`src/rtl/keypad_pkg.sv`:
```
// keypad_pkg: ASCII key codes and controller state encoding shared by keypad logic
package keypad_pkg;
  localparam logic [7:0] ASC_0    = 8'h30;
  localparam logic [7:0] ASC_9    = 8'h39;
  localparam logic [7:0] ASC_STAR = 8'h2A;
  localparam logic [7:0] ASC_HASH = 8'h23;
  localparam logic [7:0] ASC_A    = 8'h41;
  localparam logic [7:0] ASC_B    = 8'h42;
  localparam logic [7:0] ASC_C    = 8'h43;
  localparam logic [7:0] ASC_D    = 8'h44;
  typedef enum logic [1:0] {ST_IDLE = 2'd0, ST_POP = 2'd1, ST_DECODE = 2'd2, ST_HOLD = 2'd3} state_e;
endpackage

```
`src/rtl/keypad_char_decode.sv`:
```
// keypad_char_decode: classifies one ASCII keypad character into editing actions
module keypad_char_decode
  import keypad_pkg::*;
(
  input  logic [7:0] ch,
  output logic       is_digit,
  output logic [3:0] digit,
  output logic       is_back,
  output logic       is_clear,
  output logic       is_enter
);
  assign is_digit = (ch >= ASC_0) && (ch <= ASC_9);
  assign digit    = ch[3:0];
  assign is_back  = ch == ASC_STAR;
  assign is_clear = ch == ASC_A;
  assign is_enter = ch == ASC_HASH;
endmodule

```
`src/rtl/keypad_entry_ctrl.sv`:
```
// keypad_entry_ctrl: pops keypad characters from a FIFO and edits a BCD entry
// until '#' commits it; the committed entry is held until the consumer accepts.
module keypad_entry_ctrl
  import keypad_pkg::*;
#(
  parameter int MAX_DIGITS = 4
) (
  input  logic                            CLK_50,
  input  logic                            RESET_IN,
  input  logic                            fifo_empty,
  input  logic [7:0]                      fifo_data,
  output logic                            fifo_rd,
  input  logic                            entry_ready,
  output logic                            entry_valid,
  output logic [4*MAX_DIGITS-1:0]         entry_bcd,
  output logic [$clog2(MAX_DIGITS+1)-1:0] entry_len,
  output logic                            overflow,
  output logic [1:0]                      state_out
);
  localparam int BW = 4 * MAX_DIGITS;
  localparam int LW = $clog2(MAX_DIGITS + 1);
  state_e        state_q, state_d;
  logic          fifo_rd_q, fifo_rd_d;
  logic          valid_q, valid_d;
  logic [BW-1:0] bcd_q, bcd_d;
  logic [LW-1:0] len_q, len_d;
  logic          ovf_q, ovf_d;
  logic          is_digit, is_back, is_clear, is_enter;
  logic [3:0]    digit;

  keypad_char_decode u_dec (
    .ch       (fifo_data),
    .is_digit (is_digit),
    .digit    (digit),
    .is_back  (is_back),
    .is_clear (is_clear),
    .is_enter (is_enter)
  );

  always_comb begin
    state_d   = state_q;
    fifo_rd_d = 1'b0;
    valid_d   = valid_q;
    bcd_d     = bcd_q;
    len_d     = len_q;
    ovf_d     = ovf_q;
    case (state_q)
      ST_IDLE: begin
        state_d   = fifo_empty ? ST_IDLE : ST_POP;
        fifo_rd_d = !fifo_empty;
      end
      ST_POP: state_d = ST_DECODE;
      ST_DECODE: begin
        state_d = ST_IDLE;
        if (is_digit) begin
          if (len_q < LW'(MAX_DIGITS)) begin
            bcd_d = (bcd_q << 4) | BW'(digit);
            len_d = len_q + 1'b1;
          end else begin
            ovf_d = 1'b1;
          end
        end else if (is_back && len_q != '0) begin
          bcd_d = bcd_q >> 4;
          len_d = len_q - 1'b1;
        end else if (is_clear) begin
          bcd_d = '0;
          len_d = '0;
          ovf_d = 1'b0;
        end else if (is_enter && len_q != '0) begin
          state_d = ST_HOLD;
          valid_d = 1'b1;
        end
      end
      ST_HOLD: begin
        if (entry_ready) begin
          state_d = ST_IDLE;
          valid_d = 1'b0;
          bcd_d   = '0;
          len_d   = '0;
          ovf_d   = 1'b0;
        end
      end
      default: state_d = ST_IDLE;
    endcase
  end

  // Reset overrides DECODE, so a character caught mid-pop is simply dropped
  always_ff @(posedge CLK_50) begin
    if (!RESET_IN) begin
      state_q   <= ST_IDLE;
      fifo_rd_q <= 1'b0;
      valid_q   <= 1'b0;
      bcd_q     <= '0;
      len_q     <= '0;
      ovf_q     <= 1'b0;
    end else begin
      state_q   <= state_d;
      fifo_rd_q <= fifo_rd_d;
      valid_q   <= valid_d;
      bcd_q     <= bcd_d;
      len_q     <= len_d;
      ovf_q     <= ovf_d;
    end
  end

  assign fifo_rd     = fifo_rd_q;
  assign entry_valid = valid_q;
  assign entry_bcd   = bcd_q;
  assign entry_len   = len_q;
  assign overflow    = ovf_q;
  assign state_out   = state_q;
endmodule

```
`config.mk`:
```
export PLATFORM = sky130hd
export DESIGN_NAME = keypad_entry_ctrl
export DESIGN_NICKNAME = d
export VERILOG_FILES = /design/src/rtl/keypad_pkg.sv /design/src/rtl/keypad_char_decode.sv /design/src/rtl/keypad_entry_ctrl.sv
export SDC_FILE = /design/constraint.sdc
export NUM_CORES = 1
export LEC_CHECK = 0
export ABC_AREA = 1
export CAP_MARGIN = 20
export CORE_ASPECT_RATIO = 0.9
export CORE_UTILIZATION = 55
export CTS_CLUSTER_DIAMETER = 30
export DETAILED_ROUTE_END_ITERATION = 8
export DONT_BUFFER_PORTS = 1
export GPL_ROUTABILITY_DRIVEN = 0
export HOLD_SLACK_MARGIN = 0.08
export PLACE_DENSITY = 0.82
export SLEW_MARGIN = 20
export SYNTH_ARGS = -nofsm -noshare
export SYNTH_HDL_FRONTEND = slang
export SYNTH_SLANG_ARGS = --single-unit
```
`constraint.sdc`:
```
create_clock -name CLK_50 -period 1.76 [get_ports CLK_50]
set_clock_uncertainty 0.2 [all_clocks]
set_input_delay 0.352 -clock CLK_50 [delete_from_list [all_inputs] [get_ports CLK_50]]
set_output_delay 0.352 -clock CLK_50 [all_outputs]
set_load 0.005 [all_outputs]
```
-- Word-level counts from Yosys, hierarchy flattened
Cells that the tools add are included.
- add/subtract/negate cells: 2
- $lt $le $gt $ge: 3
- eq/ne operators: 16
- mux-type cells: 30
- bitwise logic cells: 1
- reductions and logical operators: 11
- operators by type and width (operator ; number):
    16-bit 2-to-1 mux ; 5
    16-bit one-hot mux with 2 select lines ; 1
    8-bit by 6-bit == test with 1-bit output (second input constant) ; 2
    16-bit by 4-bit bitwise OR with 16-bit output ; 1
    3-bit 2-to-1 mux ; 5
    3-bit != test (second input constant) ; 4
    1-bit 2-to-1 mux ; 10
    2-bit 2-to-1 mux ; 5
    2-bit != test (second input constant) ; 5
    8-bit by 7-bit == test with 1-bit output (second input constant) ; 1
    8-bit by 6-bit greater-or-equal comparator with 1-bit output (second input constant) ; 1
    8-bit by 6-bit <= comparator with 1-bit output (second input constant) ; 1
    2-bit one-hot mux with 4 select lines ; 1
    3-bit one-hot mux with 2 select lines ; 1
    6-bit AND reduction ; 1
    5-bit AND reduction ; 1
    2-bit == test (second input constant) ; 2
    4-bit != test (second input constant) ; 1
    1-bit one-hot mux with 2 select lines ; 2
    4-bit AND reduction ; 1
    3-bit by 1-bit adder with 3-bit output (second input constant) ; 1
    1-bit logical AND ; 3
    3-bit < comparator (second input constant) ; 1
    3-bit nonzero test ; 1
    other kinds (6) ; 6
- register bits after elaboration: 24
- output and inout bits: 24
- word-level logic and storage cells: 69

-- Depth between registers and ports, before layout
- depth after elaboration: 7
- mapped depth: 12

-- Cells and area by module
Synthesis repeated with hierarchy kept, for this count alone.
- cells, all modules: 242
- area, all modules: 1471.4 µm²
- modules (own cells, without submodules) (module ; times used ; cells each ; area an instance (µm²) ; seq. area each (µm²)):
    keypad_entry_ctrl ; 1 ; 209 ; 1330.0 ; 480.5
    keypad_char_decode ; 1 ; 33 ; 141.4 ; 0.0

-- Worst setup path after synthesis
No wires, ideal clock.
- kind: flip-flop to flip-flop
- start: register len_q[0], in the netlist entry_len[0]
- end: register bcd_q[0], in the netlist entry_bcd[0]
- setup time: 0.116 ns
- data arrival time: 1.505 ns
- data required time: 1.444 ns
- setup slack: -0.061 ns
- stages on the path, launching flop included: 12
- clock period less this slack: 1.821 ns
- cell sequence: dfxtp_1 -> inv_1 -> ha_1 -> nand2_4 -> nand3_4 -> nor2_8 -> nor2_4 -> nand2_4 -> nand2_4 -> buf_6 -> o21ai_0 -> nor2_1
- word-level cells in the longest chain between the ends: 5
- RTL lines (item ; line ; source):
    start: declaration ; keypad_entry_ctrl.sv:26 ; logic [LW-1:0] len_q, len_d;
    start signal: assignment ; keypad_entry_ctrl.sv:101 ; len_q <= len_d;
    branches (longest 5 deep; another with 3-bit < comparator) ; -- ;
    end signal: assignment ; keypad_entry_ctrl.sv:93 ; bcd_q <= '0;
    end signal: assignment ; keypad_entry_ctrl.sv:100 ; bcd_q <= bcd_d;
    end: declaration ; keypad_entry_ctrl.sv:25 ; logic [BW-1:0] bcd_q, bcd_d;
Several ways; the timed one is not identified.
A chain may end at the register's enable or synchronous reset.

-- Worst setup path after layout
- start: register state_q[0], in the netlist state_out[0]
- end: register valid_q, in the netlist entry_valid
- word-level cells in the longest chain between the ends: 3
- RTL lines (item ; line ; source):
    start: declaration ; keypad_entry_ctrl.sv:22 ; state_e state_q, state_d;
    start signal: assignment ; keypad_entry_ctrl.sv:97 ; state_q <= state_d;
    2-bit == test ; keypad_entry_ctrl.sv:47 ; case (state_q)
    2-bit != test (no source line) or 2-bit nonzero test (tied branches) ; -- ;
    6-bit AND reduction (no source line) ; -- ;
    end signal: assignment ; keypad_entry_ctrl.sv:99 ; valid_q <= valid_d;
    end: declaration ; keypad_entry_ctrl.sv:24 ; logic valid_q, valid_d;
Parallel ways exist; a longest one is shown, timed or not.

==> impl_metrics.ini <==
[status]
status = finished, final reports clean

[sta]
maxSlewHeadroom_pct = 56.6
fin_setup_tns_ns = 0
slew_viol_final = 0
rsz0062_at_grt = true
fin_crit_ns = 1.69
tightest_slew_ns = 0.649
hold_ws_ns = 0.0850
finalCritPeriodShare_pct = 96.0
max_freq_ghz = 0.592
finalSetupViolations = 0
finalHoldViolations = 0

[logic_synthesis]
synth-compound-area-share_pct = 9.50
async_flop_share_pct = 0
synth_cell_types = 30
ys_top_cells_by_area = dfxtp_1, nand2_1, nor2_1
syn_nets = 231
yosys.area_share.simple_pct = 43.4
syn_inst = 216
synth_xor_area_share_pct = 1.20
synthFlopType = dfxtp_1
muxShareOfSynthArea_pct = 0
netlist_area_um2 = 1460
avgSynthCellArea_um2 = 6.77
synth_top_area_share_pct = 32.8
yosysTopAreaCell = dfxtp_1
synth.yosys.seq_area_share_pct = 32.8
ys_warn_count = 0
synth-seq-cells = 24
synth_edf_count = 0
synthAdderAreaFrac_pct = 2.57
synth_top_family_by_area = simple AND/OR/NAND/NOR gates

[global_route]
overflow = 0
grt_pass1_wl_um = 5020
grt_use_total_pct = 21.9
antenna_found_initial = 0
grt_max_degree = 23
grt_pass1_vias = 1201

[detailed_routing]
drc = 0
wl_per_cell_um = 12.7
drt_iter0_markers = 43
vias = 1354
wl_um = 3230
ant_nets = 0
viasPerCell = 5.33
detail_route.first_pass.iterations = 4

[run]
max_cap_violations = 0

[worst_setup_path]
reg2reg_slack_ns = 0.07
cp.arrival_ns = 1.71
crit_path_end_kind = flop
crit_type = flop to flop
cp_max_fo = 6
required_ns = 1.78
cp-start-kind = flop

[clock_tree]
clock_sinks = 24
clk_pin_slew_ns = 0.13
htree_num_levels = 1
clk_latency_ns = 0.32
cts_setup_buffers = 0
cts_buffer_depth = 2
cts_buffers = 3
ctsRootBufferMaster = clkbuf_4
tritoncts = yes

[die]
die_y_um = 50.9
core-area_um2 = 2490
die_w_um = 56.4
dieArea_um2 = 2870
io-pin-count = 36
start_util_pct = 58.8
fp-row-count = 17

[layout]
regArea_um2 = 484
num-fill-cells = 212
area_growth_pct = 12.0
multi_input_area_um2 = 888
nets = 243
fin_util_pct = 65.8
antenna_cells = 0
final_area_um2 = 1640
drive_gt1_share_pct = 24.3

[placed_design]
dpl.hpwl_um = 2160
numPortBuffers = 0
placed_area_um2 = 1490

[power]
cellLeakagePower_nw = 0.733
total_power_mw = 1.01
peakVddDrop_uv = 511
powerDensity_nw_per_um2 = 616

[min_path]
hp-class = primary input to flop
## sequential cells by signal, summed over array words and instances (netlist names)
signal,count
fifo_rd,1
entry_bcd,16
entry_valid,1
entry_len,3
state_out,2
overflow,1
## layout by cell type (no fill, tap or decap), drive strengths merged
master / Yosys / final
a31oi: 1 / 1
inv: 21 / 21
nand4: 1 / 1
dfxtp: 24 / 24
ha: 3 / 3
a21oi: 8 / 8
o21bai: 1 / 1
clkbuf: 1 / 3
xor2: 2 / 2
buf: 7 / 8
nand2: 55 / 57
nand3: 19 / 19
dlygate4sd3: 0 / 4
clkinv: 0 / 1
o21ai: 17 / 17
or3: 1 / 1
nor3: 2 / 2
nor2: 53 / 53
## cells in the mapped netlist, types with 2 or more instances
library cell  number
nor3_1             2
o21ai_0            4
nand2_2            2
ha_1               3
inv_1             14
dfxtp_1           24
nor2_1            36
inv_2              6
nand3_1           17
a21oi_1            8
buf_4              2
o21ai_1           13
nor2_4             2
nor2_2            14
nand2_1           50
buf_6              2
nand2_4            3
xor2_1             2
## path summary, 6_finish.rpt
kind,start,endpoint,cells after the start
max,state_out[0],entry_valid,7
min,fifo_data[2],entry_bcd[2],4
max reg2reg,state_out[0],entry_valid,7
min reg2reg,entry_valid,entry_valid,2
## per-stage QoR
step,instances,setup slack (ns)
after floorplan,216,0.00940
after global placement,244,0.0186
after detailed placement,244,-0.0128
after CTS,251,0.00123
after global routing,254,0.000732
final,254,0.0705
## worst max-delay path, stage by stage, from the launching register on
cell,delay [ns]
dfxtp_2,0.40
nand2_2,0.07
inv_2,0.05
buf_4,0.15
nand2_1,0.09
nand2_1,0.06
dlygate4sd3_1,0.54
a21oi_1,0.04
## routing by layer
layer | track usage [%] | wire length (µm) | part of all wire, %
met1 | 26.5 | 1440 | 45
met2 | 36.7 | 1470 | 46
met3 | 7.34 | 272 | 8.4
met4 | 7.32 | 40 | 1.2
met5 | 0 | 0 | 0
## cell families (layout without fill, tap and decap cells)
logic type,Yosys count,count (layout)
AOI/OAI and AO/OA,27,27
DFF,24,24
adders and majority gates,3,3
and+or+nand+nor,131,133
xor gates and xnor gates,2,2
buffers and inverters,29,37
## power by group
part	leakage [nW]	internal, mW	switching (mW)
Sequential	0.197	0.570	0.0283
Combinational	0.522	0.0691	0.101
Clock	0.0138	0.0803	0.160
Total	0.733	0.719	0.289
## area by class of cell
cell class / instances / share of cell area, %
tap: 28 / 2.14
timing repair inverter: 1 / 0.535
clock buffer: 3 / 1.38
sequential: 24 / 29.6
multi-input combinational: 165 / 54.2
timing repair buffer: 12 / 6.57
inverter: 21 / 5.58
## repair_timing
action / 4_1_cts / 5_1_grt
gates cloned: 0 / 3
pin swaps: 0 / 5
setup endpoints to repair: 15 / 19
resized for setup: 2 / 13
hold buffers: 4 / 0
hold endpoints to repair: 24 / 0
No activity file was read; power rests on OpenSTA's default activity.
